===== src/rtl/bsram_save_ctrl.sv =====
// Backup-RAM save/load sequencer between dual-port BSRAM and the hps_io SD image interface.
// Optional macro BSRAM_AUTOSAVE_EN: an OSD-open rising edge saves dirty BSRAM automatically.
module bsram_save_ctrl #(
    parameter int          BSRAM_BITS  = 16,
    parameter logic [21:0] ACK_TIMEOUT = 22'h3FFFFF
) (
    input  logic        clk_sys,
    input  logic        reset,
    input  logic [23:0] ram_mask,
    input  logic        rom_download,
    input  logic        img_mounted,
    input  logic        img_readonly,
    input  logic        img_size_nz,
    input  logic        load_req,
    input  logic        save_req,
    input  logic        osd_open,
    input  logic        bsram_we,
    input  logic        sd_ack,
    output logic [31:0] sd_lba,
    output logic        sd_rd,
    output logic        sd_wr,
    output logic        bk_ena,
    output logic        bk_loading,
    output logic        busy,
    output logic        dirty,
    output logic        error
);
    typedef enum logic [1:0] {IDLE = 2'd0, ISSUE = 2'd1, XFER = 2'd2} state_t;

    localparam logic [14:0] LAST_CAP = 15'((32'd1 << (BSRAM_BITS - 9)) - 32'd1);

    state_t      state_q, state_d;
    logic [31:0] sd_lba_q, sd_lba_d;
    logic [21:0] cnt_q, cnt_d;
    logic        sd_rd_q, sd_rd_d;
    logic        sd_wr_q, sd_wr_d;
    logic        bk_ena_q, bk_ena_d;
    logic        bk_loading_q, bk_loading_d;
    logic        dirty_q, dirty_d;
    logic        error_q, error_d;
    logic        mode_load_q, mode_load_d;

    // Delayed input copies for edge detection
    logic        rom_dl_q, load_req_q, save_req_q, sd_ack_q;

    logic        rom_rise, rom_fall, load_rise, save_rise, ack_rise, ack_fall;
    logic        auto_save, load_start, save_start;
    logic [14:0] last;

    assign rom_rise  = rom_download & ~rom_dl_q;
    assign rom_fall  = ~rom_download & rom_dl_q;
    assign load_rise = load_req & ~load_req_q;
    assign save_rise = save_req & ~save_req_q;
    assign ack_rise  = sd_ack & ~sd_ack_q;
    assign ack_fall  = ~sd_ack & sd_ack_q;

`ifdef BSRAM_AUTOSAVE_EN
    logic osd_open_q;
    assign auto_save = osd_open & ~osd_open_q & dirty_q & ~error_q;
`else
    logic unused_osd_open;
    assign unused_osd_open = osd_open;
    assign auto_save       = 1'b0;
`endif

    // Load has priority; a save colliding with a load is dropped, not deferred
    assign load_start = bk_ena_q & (rom_fall | load_rise);
    assign save_start = bk_ena_q & (save_rise | auto_save) & ~load_start;

    always_comb begin
        last = ram_mask[23:9];
        if (ram_mask[23:9] > LAST_CAP) begin
            last = LAST_CAP;
        end
    end

    always_comb begin
        state_d      = state_q;
        sd_lba_d     = sd_lba_q;
        cnt_d        = cnt_q;
        sd_rd_d      = sd_rd_q;
        sd_wr_d      = sd_wr_q;
        bk_ena_d     = bk_ena_q;
        bk_loading_d = bk_loading_q;
        dirty_d      = dirty_q;
        error_d      = error_q;
        mode_load_d  = mode_load_q;

        if (rom_rise) begin
            bk_ena_d = 1'b0;
            dirty_d  = 1'b0;
        end
        if (rom_download && img_mounted && img_size_nz && !img_readonly) begin
            bk_ena_d = |ram_mask;
        end

        case (state_q)
            IDLE: begin
                if (load_start || save_start) begin
                    sd_lba_d     = 32'd0;
                    mode_load_d  = load_start;
                    bk_loading_d = load_start;
                    sd_rd_d      = load_start;
                    sd_wr_d      = ~load_start;
                    cnt_d        = 22'd0;
                    error_d      = 1'b0;
                    state_d      = ISSUE;
                    if (save_start) begin
                        dirty_d = 1'b0;
                    end
                end
            end
            ISSUE: begin
                cnt_d = cnt_q + 22'd1;
                if (ack_rise) begin
                    sd_rd_d = 1'b0;
                    sd_wr_d = 1'b0;
                    state_d = XFER;
                end else if (cnt_d == ACK_TIMEOUT) begin
                    sd_rd_d      = 1'b0;
                    sd_wr_d      = 1'b0;
                    error_d      = 1'b1;
                    bk_loading_d = 1'b0;
                    state_d      = IDLE;
                    // The image was not fully written, so the RAM is still unsaved
                    if (!mode_load_q) begin
                        dirty_d = 1'b1;
                    end
                end
            end
            XFER: begin
                if (ack_fall) begin
                    if (sd_lba_q == {17'd0, last}) begin
                        bk_loading_d = 1'b0;
                        state_d      = IDLE;
                        if (mode_load_q) begin
                            dirty_d = 1'b0;
                        end
                    end else begin
                        sd_lba_d = sd_lba_q + 32'd1;
                        sd_rd_d  = mode_load_q;
                        sd_wr_d  = ~mode_load_q;
                        cnt_d    = 22'd0;
                        state_d  = ISSUE;
                    end
                end
            end
            default: state_d = IDLE;
        endcase

        // Core writes win over any clear so a write racing a save is never lost
        if (bsram_we && !bk_loading_q) begin
            dirty_d = 1'b1;
        end
    end

    always_ff @(posedge clk_sys) begin
        if (!reset) begin
            state_q      <= IDLE;
            sd_lba_q     <= 32'd0;
            cnt_q        <= 22'd0;
            sd_rd_q      <= 1'b0;
            sd_wr_q      <= 1'b0;
            bk_ena_q     <= 1'b0;
            bk_loading_q <= 1'b0;
            dirty_q      <= 1'b0;
            error_q      <= 1'b0;
            mode_load_q  <= 1'b0;
        end else begin
            state_q      <= state_d;
            sd_lba_q     <= sd_lba_d;
            cnt_q        <= cnt_d;
            sd_rd_q      <= sd_rd_d;
            sd_wr_q      <= sd_wr_d;
            bk_ena_q     <= bk_ena_d;
            bk_loading_q <= bk_loading_d;
            dirty_q      <= dirty_d;
            error_q      <= error_d;
            mode_load_q  <= mode_load_d;
        end
        rom_dl_q   <= rom_download;
        load_req_q <= load_req;
        save_req_q <= save_req;
        sd_ack_q   <= sd_ack;
`ifdef BSRAM_AUTOSAVE_EN
        osd_open_q <= osd_open;
`endif
    end

    assign sd_lba     = sd_lba_q;
    assign sd_rd      = sd_rd_q;
    assign sd_wr      = sd_wr_q;
    assign bk_ena     = bk_ena_q;
    assign bk_loading = bk_loading_q;
    assign busy       = (state_q != IDLE);
    assign dirty      = dirty_q;
    assign error      = error_q;
endmodule


===== config.mk =====
export PLATFORM = sky130hd
export DESIGN_NAME = bsram_save_ctrl
export DESIGN_NICKNAME = d
export VERILOG_FILES = /design/src/rtl/bsram_save_ctrl.sv
export SDC_FILE = /design/constraint.sdc
export NUM_CORES = 1
export LEC_CHECK = 0
export CORE_MARGIN = 8
export CORE_UTILIZATION = 53
export DETAILED_ROUTE_END_ITERATION = 12
export GPL_ROUTABILITY_DRIVEN = 0
export PLACE_DENSITY = 0.9
export SETUP_SLACK_MARGIN = 0.1
export SLEW_MARGIN = 5
export SYNTH_ARGS = -nofsm -noshare
export SYNTH_HDL_FRONTEND = slang
export SYNTH_SLANG_ARGS = --single-unit

===== constraint.sdc =====
create_clock -name clk_sys -period 3.54 [get_ports clk_sys]
set_clock_uncertainty 0.05 [all_clocks]
set_input_delay 0.708 -clock clk_sys [delete_from_list [all_inputs] [get_ports clk_sys]]
set_output_delay 0.708 -clock clk_sys [all_outputs]
set_load 0.03 [all_outputs]

== Word level (Yosys, flattened, before mapping) ==
Cells that the tools add are included.

* $add $sub $neg: 2
* Order comparisons: 1
* Equality and inequality tests: 11
* Mux-type cells: 46
* Bitwise logic cells: 18
* Reduce and logical (&&, ||, !) cells: 21

{| class="wikitable"
|+ Operator list
! kind !! count
|-
| 32-bit 2-to-1 mux || 3
|-
| 22-bit 2-to-1 mux || 3
|-
| 22-bit case mux with 3 select lines || 1
|-
| 32-bit case mux with 2 select lines || 1
|-
| 32-bit by 1-bit adder with 32-bit output (second input constant) || 1
|-
| 32-bit by 15-bit equality test with 1-bit output || 1
|-
| 1-bit 2-to-1 mux || 27
|-
| 24-bit OR reduction || 1
|-
| 22-bit by 1-bit adder with 22-bit output (second input constant) || 1
|-
| 22-bit equality test (second input constant) || 1
|-
| 15-bit by 7-bit > comparator with 1-bit output (second input constant) || 1
|-
| 15-bit 2-to-1 mux || 1
|-
| 2-bit != test (second input constant) || 6
|-
| 1-bit case mux with 3 select lines || 4
|-
| 4-bit AND reduction || 3
|-
| 1-bit bitwise AND || 9
|-
| 2-bit 2-to-1 mux || 4
|-
| 1-bit NOT || 8
|-
| 2-bit nonzero test || 4
|-
| 2-bit case mux with 3 select lines || 1
|-
| 6-bit AND reduction || 1
|-
| 5-bit AND reduction || 1
|-
| 1-bit logical AND || 4
|-
| 3-bit != test (second input constant) || 1
|-
| 10 further kinds || 11
|}

* Flip-flop bits (word level): 67
* Bits of input ports: 35
* Logic and storage cells: 113

== Longest topological paths before layout ==
Gate-level depths: netlist of the first run.

* Word-level depth: 10
* Gate-level depth with buffers: 11
* Depth with buffers taken out: 9

== Worst setup path after synthesis of the first run ==
Ideal clock, no wire load.

* Path kind: input-to-reg
* Start: in ram_mask[18]
* End: reg sd_wr_q (netlist: sd_wr)
* Setup time: 0.116 ns
* Arrival time: 3.145 ns
* Required time: 3.374 ns
* Slack: 0.228 ns
* Cell stages on the path: 10
* Path through: or4_1 buf_2 or4_4 a2111oi_2 nand3_2 o21ai_4 buf_6 buf_6 nor2_1 o211a_1

* Cells in the longest elaborated chain, start to end: 5

{| class="wikitable"
|+ Ends and longest elaborated chain
! what !! line !! RTL
|-
| start, declared || 9 || <nowiki>input logic [23:0] ram_mask,</nowiki>
|-
| 15-bit by 7-bit > comparator with 1-bit output || 72 || <nowiki>if (ram_mask[23:9] > LAST_CAP) begin</nowiki>
|-
| 15-bit 2-to-1 mux (*) || 72 ||
|-
| 32-bit by 15-bit equality test with 1-bit output (*) || 133 || <nowiki>if (sd_lba_q == {17'd0, last}) begin</nowiki>
|-
| 2-bit != test (no source line) (*) || -- ||
|-
| 5-bit AND reduction (no source line) (*) || -- ||
|-
| end signal, assigned || 174 || <nowiki>sd_wr_q <= sd_wr_d;</nowiki>
|-
| end, declared || 36 || <nowiki>logic sd_wr_q, sd_wr_d;</nowiki>
|}

Every way passes the cells marked *; elsewhere a longest branch is shown, timed or not.
A chain may end at the register's enable or synchronous reset.

== Worst setup path in the final report of the first run ==
* Start: in ram_mask[18]
* End: reg cnt_q[5]

* Cells in the longest elaborated chain, start to end: 5

{| class="wikitable"
|+ Ends and longest elaborated chain
! what !! line !! RTL
|-
| 15-bit by 7-bit > comparator with 1-bit output || 72 ||
|-
| 15-bit 2-to-1 mux (*) || 72 ||
|-
| 32-bit by 15-bit equality test with 1-bit output (*) || 133 ||
|-
| 2-bit != test (no source line) (*) || -- ||
|-
| 4-bit AND reduction (no source line) (*) || -- ||
|-
| end signal, assigned || 172 || <nowiki>cnt_q <= cnt_d;</nowiki>
|-
| end, declared || 34 || <nowiki>logic [21:0] cnt_q, cnt_d;</nowiki>
|}

Marked as above.

==> impl_metrics.py, run 1 <==
metrics = {
    "finish": {
        "layout-drive-gt1-share_pct": 8.22,
        "layout_common_cells": "clkdlybuf4s50_1 (72), dfxtp_1 (67), nand2_1 (52)",
        "syn2layout_area_growth_pct": 27.6,
        "final_cells": 671,
        "fin_nets": 609,
        "nFillCells": 562,
        "layout_commonest_cell": "clkdlybuf4s50_1",
        "fin_util_pct": 69.4,
        "postLayoutCellArea_um2": 5040,
        "n_antenna_cell": 0,
    },
    "floorplanning": {
        "die_w_um": 102,
        "initial_core_util_pct": 54.4,
        "io_pins": 74,
        "design.core.area_um2": 7250,
        "die_h_um": 102,
        "die_area_um2": 10500,
        "rows": 31,
    },
    "clock_tree": {
        "cts.clk_slew.worst_paths_ps": 70,
        "htreeDepth": 3,
        "clock-sinks": 67,
        "cts-buffers-inserted": 9,
        "ctsRootBufferMaster": "clkbuf_8",
        "post-cts-setup-buffers": 0,
        "insertion_delay_ps": 350,
        "tritoncts": "done",
        "cts_max_path_buffers": 2,
    },
    "job": {
        "drv_cap": 0,
    },
    "timing": {
        "relSlewSlack_pct": 60.7,
        "whs_ps": 438,
        "fin_ws_ps": 190,
        "hold_violations": 0,
        "finalSetupViolCount": 0,
        "layout_min_cycle_time_ps": 3350,
        "period_share_pct": 94.6,
        "rsz0062_at_grt": "false",
        "fmax_mhz": 298,
        "max_slew.worst_pin.slew_ps": 589,
        "slew_violations": 0,
    },
    "placed_design": {
        "hpwl_um": 8350,
        "dp.cells": 655,
        "place_area_um2": 4790,
        "port_buffers": 72,
        "dp_worst_setup_slack_ps": -140,
    },
    "yosys": {
        "syn_area_um2": 3950,
        "async_flop_share_pct": 0,
        "synth.area.top_cells": "dfxtp_1 (34%), nand3_1 (5.5%), nand2_1 (4.9%), xor2_1 (4.0%), nand4_1 (4.0%)",
        "yosys.area.top_type_share_pct": 34.0,
        "syn_nets": 540,
        "synth_ff_type": "dfxtp_1",
        "synth_cells": 498,
        "synth.largest_area_cell": "dfxtp_1",
        "ys_ff_latch": 67,
        "yosys_warnings": 0,
        "synth_cell_types": 61,
        "yosysSeqAreaShare_pct": 34.0,
        "avgSynthCellArea_um2": 7.93,
        "synth-edff-count": 0,
    },
    "power": {
        "p_leak_nw": 1.60,
        "ir_drop_mv": 0.201,
        "p_per_area_nw_per_um2": 369,
    },
    "routing": {
        "firstDrtPassIters": 5,
        "routed_wl_um": 11500,
        "drcViolationCount": 0,
        "drt.antenna.violating_nets": 0,
        "drt-vias-per-instance": 6.31,
        "via_count": 4234,
        "drtIter0Drc": 243,
        "wl_per_cell_um": 17.2,
    },
    "global_routing": {
        "grt_pass1_wl_um": 18900,
        "first_global_vias": 4060,
        "grt-ovfl-total": 0,
        "grt_util_all_layers_pct": 22.3,
        "grt_max_degree": 35,
        "antenna_found_initial": 0,
    },
    "setup_path": {
        "cp.arrival_ps": 3510,
        "crit_fanout": 13,
        "reg2reg_slack_ps": 290,
        "crit_type": "primary input to register",
        "worstPathRequired_ps": 3700,
        "end_kind": "register",
        "start_kind": "primary input",
    },
    "min_path": {
        "hold_class": "register to register",
    },
    "status": {
        "status": "complete, no violations",
    },
}
-- layout make-up --
class                   count  area [µm²]  share of cell area (%)
flip-flops and latches     67        1340                    26.6
well taps                  99         124                    2.46
multi-input cells         390        2430                    48.3
repair buffers             89         861                    17.1
clock buffers              11         141                    2.81
inverters                  10        37.5                   0.745
clock inverters             5         100                    1.99
-- state kept, by name (all words and copies together) (netlist names) --
signal,count
bk_loading,1
state_q,2
mode_load_q,1
error,1
load_req_q,1
bk_ena,1
sd_wr,1
cnt_q,22
sd_rd,1
dirty,1
save_req_q,1
rom_dl_q,1
sd_lba,32
sd_ack_q,1
-- per-stage QoR --
| step | setup TNS [ps] | total power, mW |
|---|---|---|
| detailed placement | -1760 | 1.08 |
| finish | 0 | 1.86 |
| global placement | -455 | 1.07 |
| global route | 0 | 1.92 |
| floorplan | 0 | 0.972 |
| CTS | 0 | 1.86 |
-- repair_timing --
item | in CTS | in global routing
hold buffers | 0 | 0
endpoints found under the setup margin | 0 | 2
resized for setup | 0 | 1
-- Yosys cell counts, drive strengths merged (9+ instances only) --
master  instances
inv            10
or4            10
or3            10
a21oi          21
xor2           18
o21ai          17
nor4           16
clkbuf         23
nor2           40
nand2          52
nor3            9
a31oi          10
xnor2           9
nand3          44
dfxtp          67
nand4          25
-- cell families (layout without fill, tap and decap cells) --
family,Yosys count,in the layout,synth area share (%)
and+or+nand+nor,259,259,36.1
buffers and inverters,41,115,4.63
muxes,1,1,0.254
adders and majority gates,7,7,2.22
xor gates and xnor gates,27,27,5.99
AOI/OAI and AO/OA,96,96,16.9
DFF,67,67,34.0
-- worst max-delay path: stages --
cell	delay [ps]
clkdlybuf4s50_1	420
or4_1	550
or4_4	500
a2111oi_2	470
nand3_2	190
o21ai_4	220
buf_4	210
or4b_2	140
a31oi_1	70
-- metal layers --
layer,routed length (µm),part of all wire (%),vias up,global-route usage [%]
li1,-,-,2020,-
met1,4830,42,1993,26.5
met2,5620,49,194,38.0
met3,866,7.5,27,4.77
met4,233,2.0,0,9.03
met5,0,0,-,0
-- path summary, 6_finish.rpt --
path,start,to,cells past startpoint
max,ram_mask[18],cnt_q[5],9
min reg2reg,bk_loading,bk_loading,2
min,bk_loading,bk_loading,2
max reg2reg,cnt_q[5],sd_wr,7
-- report_power, final --
group	switching (mW)	leakage, nW	internal [mW]
clock network	0.300	0.123	0.485
registers	0.00764	0.542	0.764
logic	0.180	0.938	0.121
total	0.487	1.60	1.37
Power figures use the tool's default switching activity.
==> inputs of run 2 (changes only) <==
--- a/config.mk
+++ b/config.mk
@@ -5,7 +5,7 @@
 export SDC_FILE = /design/constraint.sdc
 export NUM_CORES = 1
 export LEC_CHECK = 0
-export CORE_MARGIN = 8
+export CORE_MARGIN = 2
 export CORE_UTILIZATION = 53
 export DETAILED_ROUTE_END_ITERATION = 12
 export GPL_ROUTABILITY_DRIVEN = 0
==> constraint.sdc (replaced) <==
create_clock -name clk_sys -period 3.54 [get_ports clk_sys]
set_clock_uncertainty 0.05 [all_clocks]
set_input_delay 0.354 -clock clk_sys [delete_from_list [all_inputs] [get_ports clk_sys]]
set_output_delay 0.354 -clock clk_sys [all_outputs]
set_load 0.03 [all_outputs]
==> run 2 against run 1 <==
Effect of this change:
- largest cell class unchanged
- combinational power down 6%
- core utilization decreased by 1.1 points
- register-to-register slack gained 150 ps
- design area fell by 2.1%
- power fell by 12%
- fmax is 7.3% higher
- critical endpoint is now cnt_q[8]
- sequential cell count unchanged
- critical path depth is the same
- sequential power about the same
- first-iteration DRC count is 22% higher
- via count is 0.52% higher
- global-route usage is 5.4 points higher
==> impl_metrics.py, run 2 (synthesis results as in run 1) <==
metrics = {
    "finish": {
        "largest_register_ffs": 32,
        "seqCellArea_um2": 1340,
        "n_antenna_cell": 0,
        "nFillCells": 596,
        "layout-drive-gt1-share_pct": 7.41,
        "fin_nets": 604,
        "layout_common_cells": "clkdlybuf4s50_1 (72), dfxtp_1 (67), nand2_1 (52)",
        "syn2layout_area_growth_pct": 24.9,
        "multi_input_area_um2": 2430,
        "layout_commonest_cell": "clkdlybuf4s50_1",
    },
    "global_routing": {
        "grt-ovfl-total": 0,
        "first_global_vias": 4024,
        "grt_util_all_layers_pct": 27.7,
        "grt_max_degree": 43,
        "grt_pass1_wl_um": 18900,
        "antenna_found_initial": 0,
    },
    "setup_path": {
        "critPathSlowestCell": "or4_1",
        "cp.arrival_ps": 3280,
        "start_kind": "primary input",
        "crit_chain": "clkdlybuf4s50_1 -> or4_1 -> or4_4 -> a2111oi_2 -> nand3_2 -> o21ai_4 -> buf_12 -> or4b_2 -> a31oi_1",
        "worstPathRequired_ps": 3700,
        "crit_fanout": 41,
        "crit_type": "primary input to register",
        "critPathMaxStageDelay_ps": 570,
        "end_kind": "register",
    },
    "timing": {
        "layout_min_cycle_time_ps": 3120,
        "fin_ws_ps": 419,
        "relSlewSlack_pct": 59.1,
        "period_share_pct": 88.2,
        "finalSetupViolCount": 0,
        "slew_violations": 0,
        "fmax_mhz": 320,
        "fin_setup_tns_ps": 0,
        "max_slew.worst_pin.slew_ps": 609,
        "hold_violations": 0,
        "rsz0062_at_grt": "false",
    },
    "clock_tree": {
        "cts-buffers-inserted": 9,
        "cts_resized": 0,
        "holdBufCountCts": 0,
        "post-cts-setup-buffers": 0,
        "ctsRootBufferMaster": "clkbuf_8",
        "cts.clk_slew.worst_paths_ps": 80,
        "tritoncts": "done",
        "insertion_delay_ps": 350,
        "clock-sinks": 67,
        "cts_max_path_buffers": 2,
        "htreeDepth": 3,
    },
    "floorplanning": {
        "io_pins": 74,
        "die_area_um2": 8150,
        "initial_core_util_pct": 54.7,
        "die_w_um": 90.3,
        "die_h_um": 90.3,
        "design.core.area_um2": 7210,
        "rows": 31,
    },
    "routing": {
        "wl_met1_um": 4540,
        "routed_wl_um": 11000,
        "drcViolationCount": 0,
        "drt-vias-per-instance": 6.39,
        "wl_met2_um": 5410,
        "maxUsedRoutingLayer": "met4",
        "firstDrtPassIters": 5,
        "dr_wl_met3_um": 759,
        "wl_per_cell_um": 16.5,
        "drtIter0Drc": 296,
        "via_count": 4256,
        "drt.antenna.violating_nets": 0,
    },
    "placed_design": {
        "dp_worst_setup_slack_ps": 51.5,
        "hpwl_um": 7870,
        "port_buffers": 72,
    },
    "power": {
        "p_leak_nw": 1.54,
        "p_per_area_nw_per_um2": 333,
        "ir_drop_mv": 0.181,
    },
    "status": {
        "status": "complete, no violations",
    },
    "job": {
        "drv_cap": 0,
    },
    "min_path": {
        "hold_class": "primary input to register",
    },
}
run 2: layout make-up:
class	count	share of cell area (%)
well taps	99	2.51
multi-input cells	390	49.2
flip-flops and latches	67	27.2
inverters	10	0.761
repair buffers	84	16.7
clock buffers	10	2.79
clock inverters	6	0.837
run 2: path summary, 6_finish.rpt:
path | from | slack [ps] | to | depth (start not counted)
worst max-delay path | ram_mask[18] | 420 | cnt_q[8] | 9
worst min-delay path | load_req | 420 | load_req_q | 1
worst max register to register | cnt_q[4] | 440 | sd_wr | 7
worst min register to register | sd_rd | 440 | sd_rd | 2
run 2: metal layers:
layer | vias up | track usage (%)
met2 | 206 | 46.3
met5 | - | 0
met4 | 0 | 13.5
met3 | 33 | 5.18
met1 | 2005 | 34.3
li1 | 2012 | -
run 2: per-stage QoR:
stage               area, µm²  utilization (%)  hold slack, ps  power (mW)  cells
floorplan                3950                -             332       0.972    498
global placement         4750             65.9             411        1.06    650
detailed placement       4750             65.9             433        1.07    650
CTS                      4930             68.4             412        1.64    666
global route             4930             68.4             418        1.70    666
finish                   4930             68.4             424        1.64    666
run 2: worst max-delay path, delay by kind of cell:
family	cells	cell delay, ps
buffers and inverters	2	640
AND/OR/NAND/NOR	4	1430
AO/OA/AOI/OAI	3	840
run 2: report_power, final:
| part | internal [mW] | total [mW] | switching, mW |
|---|---|---|---|
| Sequential | 0.764 | 0.772 | 0.00780 |
| Clock | 0.272 | 0.588 | 0.316 |
| Combinational | 0.108 | 0.284 | 0.176 |
| Total | 1.14 | 1.64 | 0.500 |
